===== config.mk =====
export PLATFORM = sky130hd
export DESIGN_NAME = lap_tracker_flat
export DESIGN_NICKNAME = d
export VERILOG_FILES = /design/src/rtl/race_pkg.sv /design/src/rtl/lap_tracker_if.sv /design/src/rtl/lap_player_tracker.sv /design/src/rtl/lap_tracker.sv /design/src/flat_wrapper.sv
export SDC_FILE = /design/constraint.sdc
export NUM_CORES = 1
export LEC_CHECK = 0
export ABC_AREA = 1
export BUFFER_PORTS_ARGS = -buffer_cell sky130_fd_sc_hd__buf_4
export CORE_UTILIZATION = 55
export DETAILED_ROUTE_END_ITERATION = 10
export PLACE_DENSITY = 0.8
export SYNTH_ARGS = -nofsm -noshare
export SYNTH_HDL_FRONTEND = slang
export SYNTH_HIERARCHICAL = 1
export SYNTH_SLANG_ARGS = --single-unit

===== constraint.sdc =====
create_clock -name clk -period 4.7 [get_ports clk]
set_input_delay 0.705 -clock clk [delete_from_list [all_inputs] [get_ports clk]]
set_output_delay 0.705 -clock clk [all_outputs]
set_load 0.02 [all_outputs]

===== src/rtl/race_pkg.sv =====
// Shared race definitions: game FSM state codes, lap tracker encoding,
// winner codes and the zone box compare.
package race_pkg;

    localparam logic [2:0] IDLE      = 3'd0;
    localparam logic [2:0] SETTING   = 3'd1;
    localparam logic [2:0] COUNTDOWN = 3'd3;
    localparam logic [2:0] RACING    = 3'd4;
    localparam logic [2:0] PAUSE     = 3'd5;
    localparam logic [2:0] FINISH    = 3'd6;

    typedef enum logic [1:0] {
        WAIT_CP = 2'd0,
        ARMED   = 2'd1,
        DONE    = 2'd2
    } trk_state_t;

    localparam logic [1:0] WIN_NONE = 2'b00;
    localparam logic [1:0] WIN_P1   = 2'b01;
    localparam logic [1:0] WIN_P2   = 2'b10;
    localparam logic [1:0] WIN_TIE  = 2'b11;

    // Inclusive unsigned box test; bounds arrive as operands so a zero
    // lower bound does not collapse into a constant compare.
    function automatic logic in_box(
        input logic [9:0] x,
        input logic [9:0] y,
        input logic [9:0] x0,
        input logic [9:0] x1,
        input logic [9:0] y0,
        input logic [9:0] y1
    );
        return (x >= x0) && (x <= x1) && (y >= y0) && (y <= y1);
    endfunction

endpackage


===== src/rtl/lap_tracker_if.sv =====
// Bundle between the game side (positions, state) and the lap tracker
// (laps, times, result).
interface lap_tracker_if;
    logic [2:0]  state;
    logic [9:0]  p1_pos_x;
    logic [9:0]  p1_pos_y;
    logic [9:0]  p2_pos_x;
    logic [9:0]  p2_pos_y;
    logic [1:0]  p1_lap;
    logic [1:0]  p2_lap;
    logic [15:0] race_time;
    logic [15:0] p1_time;
    logic [15:0] p2_time;
    logic [1:0]  winner;
    logic        is_game_end;

    modport master (
        output state, p1_pos_x, p1_pos_y, p2_pos_x, p2_pos_y,
        input  p1_lap, p2_lap, race_time, p1_time, p2_time, winner, is_game_end
    );

    modport slave (
        input  state, p1_pos_x, p1_pos_y, p2_pos_x, p2_pos_y,
        output p1_lap, p2_lap, race_time, p1_time, p2_time, winner, is_game_end
    );
endinterface


===== src/rtl/lap_player_tracker.sv =====
// One player's lap validation: checkpoint must be entered before a finish
// entry counts; latches the race time when the last lap completes.
module lap_player_tracker
    import race_pkg::*;
#(
    parameter int LAPS = 3
) (
    input  logic        clk,
    input  logic        rst,
    input  logic        clear,
    input  logic        enable,
    input  logic        in_fin,
    input  logic        in_cp,
    input  logic [15:0] race_time,
    output logic [1:0]  lap,
    output logic        done_pulse,
    output logic [15:0] finish_time,
    output logic        done
);

    trk_state_t  state_reg;
    logic [1:0]  lap_reg;
    logic [15:0] time_reg;
    logic        prev_fin_reg;
    logic        prev_cp_reg;

    logic        fin_entry;
    logic        cp_entry;
    logic [1:0]  lap_next;
    logic        lap_full;

    assign fin_entry = in_fin & ~prev_fin_reg;
    assign cp_entry  = in_cp & ~prev_cp_reg;
    assign lap_next  = lap_reg + 2'd1;
    assign lap_full  = (lap_next == 2'(LAPS));

    // A simultaneous checkpoint entry wins over the finish entry.
    assign done_pulse = enable && (state_reg == ARMED) && fin_entry && !cp_entry && lap_full;

    always_ff @(posedge clk or posedge rst) begin
        if (rst) begin
            state_reg    <= WAIT_CP;
            lap_reg      <= 2'd0;
            time_reg     <= 16'd0;
            prev_fin_reg <= 1'b0;
            prev_cp_reg  <= 1'b0;
        end else begin
            // Edge history runs in every state so parked cars never re-trigger.
            prev_fin_reg <= in_fin;
            prev_cp_reg  <= in_cp;
            if (clear) begin
                state_reg <= WAIT_CP;
                lap_reg   <= 2'd0;
                time_reg  <= 16'd0;
            end else if (enable) begin
                case (state_reg)
                    WAIT_CP: begin
                        if (cp_entry) state_reg <= ARMED;
                    end
                    ARMED: begin
                        if (fin_entry && !cp_entry) begin
                            lap_reg <= lap_next;
                            if (lap_full) begin
                                state_reg <= DONE;
                                time_reg  <= race_time;
                            end else begin
                                state_reg <= WAIT_CP;
                            end
                        end
                    end
                    default: state_reg <= state_reg;
                endcase
            end
        end
    end

    assign lap         = lap_reg;
    assign finish_time = time_reg;
    assign done        = (state_reg == DONE);

endmodule


===== src/rtl/lap_tracker.sv =====
// Race progress: two lap trackers, centisecond race clock and end-of-race
// detection with winner decode.
module lap_tracker
    import race_pkg::*;
#(
    parameter int LAPS     = 3,
    parameter int TICK_DIV = 1_000_000,
    parameter int FIN_X0   = 0,
    parameter int FIN_X1   = 40,
    parameter int FIN_Y0   = 118,
    parameter int FIN_Y1   = 122,
    parameter int CP_X0    = 280,
    parameter int CP_X1    = 319,
    parameter int CP_Y0    = 110,
    parameter int CP_Y1    = 130
) (
    input  logic          clk,
    input  logic          rst,
    lap_tracker_if.slave  bus
);

    localparam int PW = (TICK_DIV > 1) ? $clog2(TICK_DIV) : 1;
    localparam logic [PW-1:0] PRESC_MAX = PW'(TICK_DIV - 1);

    logic [PW-1:0] presc_reg;
    logic [15:0]   race_time_reg;
    logic [1:0]    winner_reg;
    logic          game_end_reg;

    logic          clear;
    logic          enable;
    logic [9:0]    pos_x [2];
    logic [9:0]    pos_y [2];
    logic [1:0]    in_fin;
    logic [1:0]    in_cp;
    logic [1:0]    lap [2];
    logic [15:0]   finish_time [2];
    logic [1:0]    done_pulse;
    logic [1:0]    done;
    logic [1:0]    newly_done;

    assign clear  = (bus.state == IDLE) || (bus.state == SETTING);
    assign enable = (bus.state == RACING) && !game_end_reg;

    assign pos_x[0] = bus.p1_pos_x;
    assign pos_y[0] = bus.p1_pos_y;
    assign pos_x[1] = bus.p2_pos_x;
    assign pos_y[1] = bus.p2_pos_y;

    generate
        for (genvar gi = 0; gi < 2; gi++) begin : g_player
            assign in_fin[gi] = in_box(pos_x[gi], pos_y[gi], 10'(FIN_X0), 10'(FIN_X1),
                                       10'(FIN_Y0), 10'(FIN_Y1));
            assign in_cp[gi]  = in_box(pos_x[gi], pos_y[gi], 10'(CP_X0), 10'(CP_X1),
                                       10'(CP_Y0), 10'(CP_Y1));

            lap_player_tracker #(.LAPS(LAPS)) u_trk (
                .clk         (clk),
                .rst         (rst),
                .clear       (clear),
                .enable      (enable),
                .in_fin      (in_fin[gi]),
                .in_cp       (in_cp[gi]),
                .race_time   (race_time_reg),
                .lap         (lap[gi]),
                .done_pulse  (done_pulse[gi]),
                .finish_time (finish_time[gi]),
                .done        (done[gi])
            );
        end
    endgenerate

    assign newly_done = done_pulse & ~done;

    always_ff @(posedge clk or posedge rst) begin
        if (rst) begin
            presc_reg     <= '0;
            race_time_reg <= 16'd0;
            winner_reg    <= WIN_NONE;
            game_end_reg  <= 1'b0;
        end else if (clear) begin
            presc_reg     <= '0;
            race_time_reg <= 16'd0;
            winner_reg    <= WIN_NONE;
            game_end_reg  <= 1'b0;
        end else if (enable) begin
            if (presc_reg == PRESC_MAX) begin
                presc_reg <= '0;
                if (race_time_reg != 16'hFFFF) race_time_reg <= race_time_reg + 16'd1;
            end else begin
                presc_reg <= presc_reg + 1'b1;
            end
            // Both bits set on the same edge encodes a tie.
            if (|newly_done) begin
                game_end_reg <= 1'b1;
                winner_reg   <= {newly_done[1], newly_done[0]};
            end
        end
    end

    assign bus.p1_lap      = lap[0];
    assign bus.p2_lap      = lap[1];
    assign bus.p1_time     = finish_time[0];
    assign bus.p2_time     = finish_time[1];
    assign bus.race_time   = race_time_reg;
    assign bus.winner      = winner_reg;
    assign bus.is_game_end = game_end_reg;

endmodule

===== src/flat_wrapper.sv =====
// flat-port wrapper written by rule: the top's interface ports become plain ports
module lap_tracker_flat import race_pkg::*;
#(
    parameter int LAPS     = 3,
    parameter int TICK_DIV = 1_000_000,
    parameter int FIN_X0   = 0,
    parameter int FIN_X1   = 40,
    parameter int FIN_Y0   = 118,
    parameter int FIN_Y1   = 122,
    parameter int CP_X0    = 280,
    parameter int CP_X1    = 319,
    parameter int CP_Y0    = 110,
    parameter int CP_Y1    = 130
)
  (clk, rst, bus_state, bus_p1_pos_x, bus_p1_pos_y, bus_p2_pos_x, bus_p2_pos_y, bus_p1_lap, bus_p2_lap, bus_race_time, bus_p1_time, bus_p2_time, bus_winner, bus_is_game_end);
  lap_tracker_if bus_i ();
  input  logic clk;
  input  logic rst;
  input wire logic [$bits(bus_i.state)-1:0] bus_state;
  input wire logic [$bits(bus_i.p1_pos_x)-1:0] bus_p1_pos_x;
  input wire logic [$bits(bus_i.p1_pos_y)-1:0] bus_p1_pos_y;
  input wire logic [$bits(bus_i.p2_pos_x)-1:0] bus_p2_pos_x;
  input wire logic [$bits(bus_i.p2_pos_y)-1:0] bus_p2_pos_y;
  output wire logic [$bits(bus_i.p1_lap)-1:0] bus_p1_lap;
  output wire logic [$bits(bus_i.p2_lap)-1:0] bus_p2_lap;
  output wire logic [$bits(bus_i.race_time)-1:0] bus_race_time;
  output wire logic [$bits(bus_i.p1_time)-1:0] bus_p1_time;
  output wire logic [$bits(bus_i.p2_time)-1:0] bus_p2_time;
  output wire logic [$bits(bus_i.winner)-1:0] bus_winner;
  output wire logic [$bits(bus_i.is_game_end)-1:0] bus_is_game_end;
  assign bus_i.state = bus_state;
  assign bus_i.p1_pos_x = bus_p1_pos_x;
  assign bus_i.p1_pos_y = bus_p1_pos_y;
  assign bus_i.p2_pos_x = bus_p2_pos_x;
  assign bus_i.p2_pos_y = bus_p2_pos_y;
  assign bus_p1_lap = bus_i.p1_lap;
  assign bus_p2_lap = bus_i.p2_lap;
  assign bus_race_time = bus_i.race_time;
  assign bus_p1_time = bus_i.p1_time;
  assign bus_p2_time = bus_i.p2_time;
  assign bus_winner = bus_i.winner;
  assign bus_is_game_end = bus_i.is_game_end;
  lap_tracker #(.LAPS(LAPS), .TICK_DIV(TICK_DIV), .FIN_X0(FIN_X0), .FIN_X1(FIN_X1), .FIN_Y0(FIN_Y0), .FIN_Y1(FIN_Y1), .CP_X0(CP_X0), .CP_X1(CP_X1), .CP_Y0(CP_Y0), .CP_Y1(CP_Y1)) u_core (.clk(clk), .rst(rst), .bus(bus_i));
endmodule

==> qor.yml, run 1 <==
outcome:
  status: "finished, violations left"
  failed_checks: "DRC"
detailed_routing:
  wl_per_cell_um: 13.19
  drtPass1Iterations: 8
  drt_iter0_drc: 399
  drc: 11
  vias: 5007
  antenna_left: 0
  vias_per_cell: 5.338
  wl_um: 12380
clock_tree:
  ctsHoldBuffers: 0
  cts-root-buf: "clkbuf_8"
  ctsResizeCount: 0
  numCtsBuffers: 9
  path_clk_slew_ns: 0.09
  cts_sinks: 83
  cts.path.max_buffers: 2
  cts_tree: "done"
  htree_levels: 3
  clock_latency_ns: 0.36
  cts_setup_buffers: 0
critical_path:
  rr_worst_depth: 8
  path_class: "input port to flop"
  crit_path_end_kind: "flop"
  cp.arrival_ns: 2.77
  cp_max_fo: 18
  required_ns: 4.94
  startpoint_type: "input port"
synthesis:
  syn-num-nets: 781
  syn-cell-area_sq_mm: 0.005056
  synth.yosys.warnings: 6
  syn-instance-count: 732
  avgSynthCellArea_sq_um: 6.907
  synth.distinct_cells: 35
  ys_ff_latch: 83
  seq_area_frac_synth_pct: 41.08
layout:
  postLayoutCoreUtil_pct: 68.77
  finalNonFillerCells: 938
  antenna_cells: 0
  area_growth_pct: 19.77
  largest_reg_flops: 32
  nets: 874
  drive_gt1_share_pct: 17.71
sta:
  setup_viol: 0
  finalCriticalPeriod_ns: 2.530
  finalSetupTns_ns: 0
  clock-skew-final_ns: 0.01200
  tightest_slew_ns: 0.8186
  rsz0062_at_grt: "false"
  hold_violations: 0
  slew_headroom_pct: 45.36
  slew_violations: 0
  fin_crit_sh_pct: 53.84
  max_freq_ghz: 0.3952
die:
  dieHeight_um: 97.88
  die_w_um: 97.88
  dieArea_sq_mm: 0.009580
  fp.coreArea_sq_mm: 0.008806
  floorplan.initialDensity_pct: 57.42
  io_pins: 100
  rows: 34
job:
  maxCapViolCount: 0
grt:
  grt_max_degree: 40
  first_global_vias: 4831
  grt_pass1_wl_um: 21650
  grt_util_all_layers_pct: 27.69
  grt-ovfl-total: 0
  antenna_found_initial: 0
placed_design:
  portBuffers: 99
  dp_cells: 922
  gp_congestion: 0.9313
  dp_hpwl_um: 9079
power_and_ir_drop:
  leakage_nw: 3.139
  power_mw: 1.931
  ir_worst_vdd_mv: 0.1815
  powerDensity_mw_per_mm2: 318.9
worst_hold_path:
  hold_class: "input port to asynchronous set/reset pin"
## path summary, 6_finish.rpt
kind / start / endpoint / slack [ns]
setup / recovery: bus_p2_pos_y[9] / u_core/g_player[1].u_trk/finish_time[6] / 2.17
setup reg to reg: u_core/bus.is_game_end / u_core/bus.winner[1] / 2.54
hold reg to reg: u_core/g_player[1].u_trk/finish_time[4] / u_core/g_player[1].u_trk/finish_time[4] / 0.47
max in group asynchronous: rst / u_core/g_player[1].u_trk/finish_time[12] / 3.66
hold / removal: rst / u_core/bus.race_time[0] / 0.47
min in group clk: u_core/g_player[1].u_trk/finish_time[4] / u_core/g_player[1].u_trk/finish_time[4] / 0.47
## area by class of cell
cell class	count	area (sq um)
fill	747	2750
multi-input combinational	529	2496
sequential	83	2077
timing repair buffer	101	758.2
inverter	101	379.1
clock buffer	12	135.1
tap	108	135.1
clock inverter	4	75.07
## layout by cell type, fill, tap and decap left out, types with 5 or more instances in the layout
cell and n:
buf_4 101, nand4_1 53, a21oi_1 17, clkbuf_8 9
nand3_1 26, inv_1 97, o21ai_0 19, nor3_1 9
nand2_1 225, dfrtp_1 83, or2_2 5, nand2_2 8
nor2_2 6, nor2_1 121, xor2_1 8
## power by group
| group | total [mW] | internal (mW) | leakage, nW | switching [mW] |
|---|---|---|---|---|
| clock network | 0.554 | 0.300 | 0.0968 | 0.254 |
| registers | 0.875 | 0.785 | 1.14 | 0.0904 |
| logic | 0.502 | 0.192 | 1.90 | 0.310 |
## through the flow
| step | instance area, sq um | setup WS (ns) | hold slack [ns] |
|---|---|---|---|
| after floorplan | 5056 | 2.385 | 0.4754 |
| after global placement | 5846 | 1.959 | 0.4561 |
| after detailed placement | 5846 | 1.827 | 0.4601 |
| after CTS | 6056 | 2.193 | 0.4802 |
| after global routing | 6056 | 1.944 | 0.5111 |
| final | 6056 | 2.170 | 0.4728 |
## logic make-up (layout without fill, tap and decap cells)
kind of cell    after synthesis  count (layout)  synth area share [%]
buf+inv                     120             218                 9.700
fa+ha+maj                     4               4                0.9899
compound gates               49              49                 5.716
simple gates                467             467                 40.96
xor+xnor                      9               9                 1.559
flops                        83              83                 41.08
## cell usage after synthesis, drive strengths merged
library cell / instances / area [sq um]
nand4: 53 / 331.6
xor2: 8 / 70.07
buf: 11 / 81.31
o211a: 1 / 10.01
nor4: 4 / 25.02
a21oi: 17 / 85.08
clkbuf: 8 / 30.03
ha: 4 / 50.05
a21o: 1 / 7.510
o22ai: 2 / 12.51
nor2: 130 / 518.0
or2: 5 / 31.28
nand2: 233 / 894.6
a31oi: 3 / 18.77
inv: 101 / 379.1
o21ai: 22 / 132.6
xnor2: 1 / 8.760
nand3: 31 / 210.2
dfrtp: 83 / 2077
nand3b: 2 / 15.01
o31ai: 2 / 15.01
nor3: 9 / 45.04
a211oi: 1 / 7.510
## critical path, cell delays in order
cell and delay (ns):
buf_4 0.11, or2_2 0.29, nor4_1 0.17, nand3_1 0.10
nor3_1 0.21, inv_1 0.07, nor2_1 0.09, nand2_1 0.09
nand2_1 0.46, nand3_4 0.29, nand2_1 0.13, nand2_1 0.06
## metal layers
| layer | global-route usage, % | wire [um] | vias to the layer above |
|---|---|---|---|
| met5 | 0 | 0 | - |
| met4 | 11.54 | 354 | 0 |
| met3 | 5.727 | 871 | 39 |
| met2 | 46.53 | 5975 | 212 |
| met1 | 34.79 | 5175 | 2250 |
| li1 | - | - | 2506 |
(Power assumes the default switching activity.)
==> run 2, diff against run 1 <==
Settings changed: ABC_AREA 1 to 0, CORE_UTILIZATION 55 to 50, PLACE_DENSITY 0.8 to 0.77.
Clock period 4.7 ns to 2.3 ns, I/O delays scaled along.
==> qor.yml, run 2 <==
outcome:
  status: "finished clean"
synthesis:
  seq_area_frac_synth_pct: 44.37  # +3.3 points
  netlist_top_cells_count: "83 x dfrtp_1, 67 x nand2b_1, 36 x mux2i_1"
  syn-instance-count: 478  # -35%
  syn-cell-area_sq_mm: 0.004681  # -7.4%
  syn-num-nets: 527  # -33%
  avgSynthCellArea_sq_um: 9.792  # +42%
  ys_ff_latch: 83  # unchanged
  synth_top_area_cell: "dfrtp_1"
  yosys.cell_count.top_type: "dfrtp_1"
  synth-edff-count: 0  # unchanged
  synthFlopType: "dfrtp_1"
  synth_top_area_share_pct: 44.37  # +3.3 points
  synth.distinct_cells: 57  # +63%
  async_flop_share_pct: 100.0  # unchanged
  synth.yosys.warnings: 6  # unchanged
  ys_top_cells_by_area: "dfrtp_1 44%, nand2b_1 9.0%, mux2i_1 7.7%"
detailed_routing:
  vias: 4146  # -17%
  wl_um: 12050  # -2.6%
  vias_per_cell: 5.807  # +8.8%
  antenna_left: 0  # unchanged
  drc: 0  # -11
  drtPass1Iterations: 5  # -3
  wl_per_cell_um: 16.88  # +28%
  drt_iter0_drc: 241  # -40%
worst_hold_path:
  hold_class: "input port to asynchronous set/reset pin"
critical_path:
  rr_worst_depth: 6  # -2
  critPathBufInv: 2  # unchanged
  cp_max_fo: 16  # -2
  path_delay_family: "simple AND/OR/NAND/NOR gates"
  required_ns: 2.57  # -2.37 ns
  cp.arrival_ns: 2.46  # -0.31 ns
  ff2ff_setup_slack_ns: 0.11  # -2.43 ns
  slowest_stage: "or4b_1"
  crit_path_end_kind: "flop"
  crit_path_max_incr_delay_ns: 0.62  # +0.16 ns
  r2r_end: "u_core/g_player[0].u_trk/finish_time[13]"
  rr_startpoint: "u_core/bus.is_game_end"
  crit_chain: "or4b_1, inv_6, nand4bb_4, nor3_2, buf_4, mux2i_1"
  path_class: "flop to flop"
  startpoint_type: "flop"
clock_tree:
  cts-root-buf: "clkbuf_8"
  numCtsBuffers: 9  # unchanged
  cts_tree: "done"
  cts.path.max_buffers: 2  # unchanged
  cts_sinks: 83  # unchanged
  ctsResizeCount: 0  # unchanged
  htree_levels: 3  # unchanged
  path_clk_slew_ns: 0.09  # about the same
  clock_latency_ns: 0.36  # about the same
  cts_setup_buffers: 0  # unchanged
  ctsHoldBuffers: 0  # unchanged
grt:
  grt-ovfl-total: 0  # unchanged
  grt_pass1_wl_um: 19950  # -7.8%
  antenna_found_initial: 0  # unchanged
  grt_util_all_layers_pct: 26.06  # -1.6 points
  first_global_vias: 4078  # -16%
  grt_max_degree: 94  # +140%
layout:
  fillers: 721  # -3.5%
  nets: 650  # -26%
  area_growth_pct: 26.22
  antenna_cells: 0  # unchanged
  multiInputGateArea_sq_mm: 0.002415  # -3.3%
  mostFrequentLayoutCells: "132 x buf_4, 82 x dfrtp_1, 67 x nand2b_1, 36 x mux2i_1, 32 x nor2_1"
  finalNonFillerCells: 714  # -24%
  regArea_sq_mm: 0.002078  # about the same
  layout_commonest_cell: "buf_4"
  drive_gt1_share_pct: 28.22  # +11 points
  largest_reg_flops: 32  # unchanged
die:
  io_pins: 100  # unchanged
  dieArea_sq_mm: 0.009753  # +1.8%
  rows: 34  # unchanged
  dieHeight_um: 98.76  # +0.89%
  fp.coreArea_sq_mm: 0.008891  # +0.97%
  die_w_um: 98.76  # +0.89%
  floorplan.initialDensity_pct: 52.65  # -4.8 points
sta:
  tightest_slew_ns: 0.8595  # +0.04088 ns
  clock-skew-final_ns: 0.01348  # +0.001479 ns
  setup_ws_ns: 0.1135  # -2.056 ns
  slew_headroom_pct: 42.63  # -2.7 points
  hold_ws_ns: 0.1193  # -0.3536 ns
  setup_viol: 0  # unchanged
  hold_violations: 0  # unchanged
  slew_violations: 0  # unchanged
  max_freq_ghz: 0.4574
  rsz0062_at_grt: "false"
  fin_crit_sh_pct: 95.07
  finalCriticalPeriod_ns: 2.187
power_and_ir_drop:
  combPwrFrac_pct: 12.2  # -14 points
  switching_share_pct: 26.81  # -7.1 points
  leakage_nw: 2.593  # -17%
  switching_power_mw: 0.7886  # +21%
  clock_power_share_pct: 36.7  # +8.0 points
  intPower_mw: 2.153  # +69%
  seq_power_share_pct: 51.1  # +5.8 points
  powerDensity_mw_per_mm2: 497.8  # +56%
  power_mw: 2.941  # +52%
  ir_worst_vdd_mv: 0.3456  # +90%
placed_design:
  dp_hpwl_um: 8663  # -4.6%
  portBuffers: 99  # unchanged
  pre_cts_slack_ns: -0.06440  # -1.891 ns
  gp_congestion: 0.8831  # -5.2%
  dp_cells: 698  # -24%
job:
  maxCapViolCount: 0  # unchanged
run 2: changes by cell type after synthesis, sizes merged, moves of 7 or more:
| cell | change |
|---|---|
| nor2 | -98 |
| inv | -88 |
| nand3 | -12 |
| nand2 | -203 |
| nand4 | -45 |
| a31oi | +8 |
| mux2i | +36 |
| o22a | +7 |
| nand2b | +67 |
| o41ai | +7 |
run 2: cells by family after synthesis:
| family | count (synthesis) | synth area share, % |
|---|---|---|
| adder cells (fa/ha/maj) | 4 | 1.069 |
| multiplexers | 40 | 8.661 |
| AO/OA/AOI/OAI | 88 | 12.48 |
| flip-flops | 83 | 44.37 |
| buffers and inverters | 36 | 4.036 |
| AND/OR/NAND/NOR | 222 | 28.44 |
| XOR/XNOR | 5 | 0.9355 |
run 2: power groups by stage:
| stage | Combinational (mW) | Clock (mW) | Sequential, mW |
|---|---|---|---|
| floorplan | 0.153 | 0 | 1.55 |
| global placement | 0.347 | 0 | 1.53 |
| detailed placement | 0.358 | 0 | 1.53 |
| global route | 0.398 | 1.16 | 1.51 |
| finish | 0.359 | 1.08 | 1.50 |
| CTS | 0.360 | 1.11 | 1.51 |
run 2: worst max-delay path by stage:
stage,end,startpoint,cells after the start
2_1_floorplan,u_core/bus.winner[0],u_core/bus.is_game_end,11
6_report,u_core/g_player[0].u_trk/finish_time[13],u_core/bus.is_game_end,6
5_1_grt,u_core/bus.winner[0],u_core/bus.is_game_end,8
3_3_place_gp,u_core/g_player[0].u_trk/lap[0],bus_p1_pos_x[6],7
4_1_cts,u_core/g_player[1].u_trk/finish_time[1],u_core/bus.is_game_end,6
3_5_place_dp,u_core/g_player[0].u_trk/finish_time[6],bus_p1_pos_x[6],8
run 2: routing by layer:
metal / routed length, um / up-vias / track usage [%] / part of all wire, %
li1: - / 1974 / - / -
met4: 199 / 0 / 9.414 / 1.7
met2: 5764 / 169 / 42.87 / 48
met3: 690 / 18 / 3.546 / 5.7
met1: 5397 / 1985 / 35.36 / 45
met5: 0 / - / 0 / 0
run 2: per-stage QoR:
step / utilization, % / instance area (sq um) / setup TNS (ns)
6_report: 66.45 / 5908 / 0
5_1_grt: 66.45 / 5908 / 0
4_1_cts: 66.41 / 5904 / 0
3_5_place_dp: 64.16 / 5704 / -0.8853
3_3_place_gp: 64.16 / 5704 / 0
2_1_floorplan: - / 4697 / 0
run 2: tightest hold or removal path, delay by kind of cell:
| family | cells | cell delay, ns |
|---|---|---|
| buffers and inverters | 3 | 0.58 |
run 2: final cells by class:
cell class / instances / area share [%]
clock buffer: 9 / 2.097
clock inverter: 7 / 1.292
inverter: 14 / 0.9742
multi-input combinational: 359 / 40.87
sequential: 83 / 35.18
tap: 108 / 2.287
timing repair buffer: 134 / 17.30
==> run 3, diff against run 2 <==
==> constraint.sdc (replaced) <==
create_clock -name clk -period 2.3 [get_ports clk]
set_input_delay 0.115 -clock clk [delete_from_list [all_inputs] [get_ports clk]]
set_output_delay 0.115 -clock clk [all_outputs]
set_load 0.02 [all_outputs]
==> qor.yml, run 3 (synthesis results as in run 2) <==
outcome:
  status: "finished clean"
sta:
  fin_crit_sh_pct: 94.58  # -0.49 points
  tightest_slew_ns: 0.9012  # +0.04163 ns
  hold_ws_ns: 0.07501  # -0.04425 ns
  setup_viol: 0  # unchanged
  finalSetupTns_ns: 0  # unchanged
  slew_violations: 0  # unchanged
  hold_violations: 0  # unchanged
  max_freq_ghz: 0.4597  # +0.52%
  finalCriticalPeriod_ns: 2.175  # -0.01124 ns
  slew_headroom_pct: 39.86  # -2.8 points
  clock-skew-final_ns: 0.01650  # +0.003022 ns
  rsz0062_at_grt: "false"
critical_path:
  crit_path_end_kind: "flop"
  startpoint: "u_core/presc_reg[0]"
  r2r_end: "u_core/bus.race_time[13]"
  path_class: "flop to flop"
  required_ns: 2.55  # -0.02 ns
  ff2ff_setup_slack_ns: 0.12  # about the same
  startpoint_type: "flop"
  cp_max_fo: 7  # -9
  crit_end: "u_core/bus.race_time[13]"
  rr_worst_depth: 6  # unchanged
  cp.arrival_ns: 2.42  # -0.04 ns
  rr_startpoint: "u_core/presc_reg[0]"
clock_tree:
  clock_latency_ns: 0.36  # about the same
  numCtsBuffers: 9  # unchanged
  cts-root-buf: "clkbuf_8"
  cts_tree: "done"
  htree_levels: 3  # unchanged
  path_clk_slew_ns: 0.10  # about the same
  cts.path.max_buffers: 2  # unchanged
  cts_sinks: 83  # unchanged
detailed_routing:
  wl_um: 12290  # +2.0%
  drtPass1Iterations: 5  # unchanged
  drc: 0  # unchanged
  vias_per_cell: 5.885  # +1.3%
  drt_iter0_drc: 251  # +4.1%
  wl_per_cell_um: 17.24  # +2.1%
  vias: 4196  # +1.2%
  antenna_left: 0  # unchanged
worst_hold_path:
  hold_class: "input port to flop"
placed_design:
  portBuffers: 99  # unchanged
  dp_hpwl_um: 8819  # +1.8%
  gp_congestion: 0.9062  # +2.6%
die:
  die_w_um: 98.76  # unchanged
  io_pins: 100  # unchanged
  floorplan.initialDensity_pct: 52.65  # unchanged
  rows: 34  # unchanged
  dieHeight_um: 98.76  # unchanged
  fp.coreArea_sq_mm: 0.008891  # unchanged
  dieArea_sq_mm: 0.009753  # unchanged
layout:
  mostFrequentLayoutCells: "131 x buf_4, 82 x dfrtp_1, 67 x nand2b_1, 36 x mux2i_1, 32 x nor2_1"
  largest_reg_flops: 32  # unchanged
  drive_gt1_share_pct: 28.10  # -0.12 points
  layout_commonest_cell: "buf_4"
  regArea_sq_mm: 0.002078  # unchanged
  area_growth_pct: 25.96
  multiInputGateArea_sq_mm: 0.002422  # +0.31%
  fillers: 706  # -2.1%
  antenna_cells: 0  # unchanged
  nets: 649  # -0.15%
grt:
  antenna_found_initial: 0  # unchanged
  met2_usage_pct: 43.63  # +0.75 points
  grt-busiest-layer: "met2"
  grt_max_degree: 94  # unchanged
  grt_use_met3_pct: 4.255  # +0.71 points
  first_global_vias: 4030  # -1.2%
  grt_pass1_wl_um: 20160  # +1.0%
  grt-ovfl-total: 0  # unchanged
  met1_usage_pct: 35.81  # +0.45 points
  grt_util_all_layers_pct: 26.27  # +0.21 points
power_and_ir_drop:
  powerDensity_mw_per_mm2: 491.1  # -1.4%
  leakage_nw: 2.583  # -0.39%
  ir_worst_vdd_mv: 0.2624  # -24%
job:
  maxCapViolCount: 0  # unchanged
-- run 3: critical path, cell delays in order (launching register included) --
cell and delay [ns]:
dfrtp_1 0.45, ha_1 0.22, nand3_1 0.14, nor4_2 0.39, a21oi_2 0.12, or3_1 0.49
o22a_1 0.26
-- run 3: worst min path at each step --
stage / cells past startpoint / slack [ns] / endpoint / start
4_1_cts: 2 / 0.07 / u_core/g_player[1].u_trk/prev_cp_reg / bus_p2_pos_x[8]
3_3_place_gp: 3 / 0.29 / u_core/bus.race_time[6] / rst
6_report: 2 / 0.08 / u_core/g_player[1].u_trk/prev_cp_reg / bus_p2_pos_x[8]
5_1_grt: 2 / 0.09 / u_core/g_player[1].u_trk/prev_cp_reg / bus_p2_pos_x[8]
2_1_floorplan: 1 / 0.10 / u_core/g_player[0].u_trk/finish_time[0] / rst
3_5_place_dp: 3 / 0.30 / u_core/bus.race_time[6] / rst
-- run 3: area by class of cell --
cell class	count	share of cell area, %
Clock inverter	7	1.104
Inverter	14	0.9762
Sequential cell	83	35.25
Tap cell	108	2.292
Multi-Input combinational cell	359	41.09
Timing Repair Buffer	133	17.19
Clock buffer	9	2.101
-- run 3: metrics by stage --
step	setup slack [ns]	instances	util [%]	total power, mW	area [sq um]
5_1_grt	0.01971	713	66.31	3.015	5896
3_5_place_dp	0.1354	696	63.99	1.881	5689
6_report	0.1247	713	66.31	2.895	5896
3_3_place_gp	0.1959	696	63.99	1.871	5689
2_1_floorplan	0.02649	478	-	1.708	4697
4_1_cts	0.1229	713	66.23	2.925	5888
-- run 3: repair_timing --
| action | 4_1_cts | 5_1_grt |
|---|---|---|
| resized for setup | 0 | 1 |
| endpoints found under the hold margin | 83 | 0 |
| setup buffers | 0 | 0 |
| endpoints found under the setup margin | 0 | 1 |
| hold buffers | 1 | 0 |
-- run 3: per-layer routing --
layer / wire length (um) / vias to the layer above
li1: - / 1963
met1: 5508 / 2022
met2: 5794 / 189
met3: 789 / 22
met4: 197 / 0
met5: 0 / -
-- run 3: where the power goes --
group,switching (mW),internal (mW),leakage [nW]
Clock,0.616,0.421,0.0947
Sequential,0.0283,1.48,1.15
Combinational,0.192,0.158,1.34
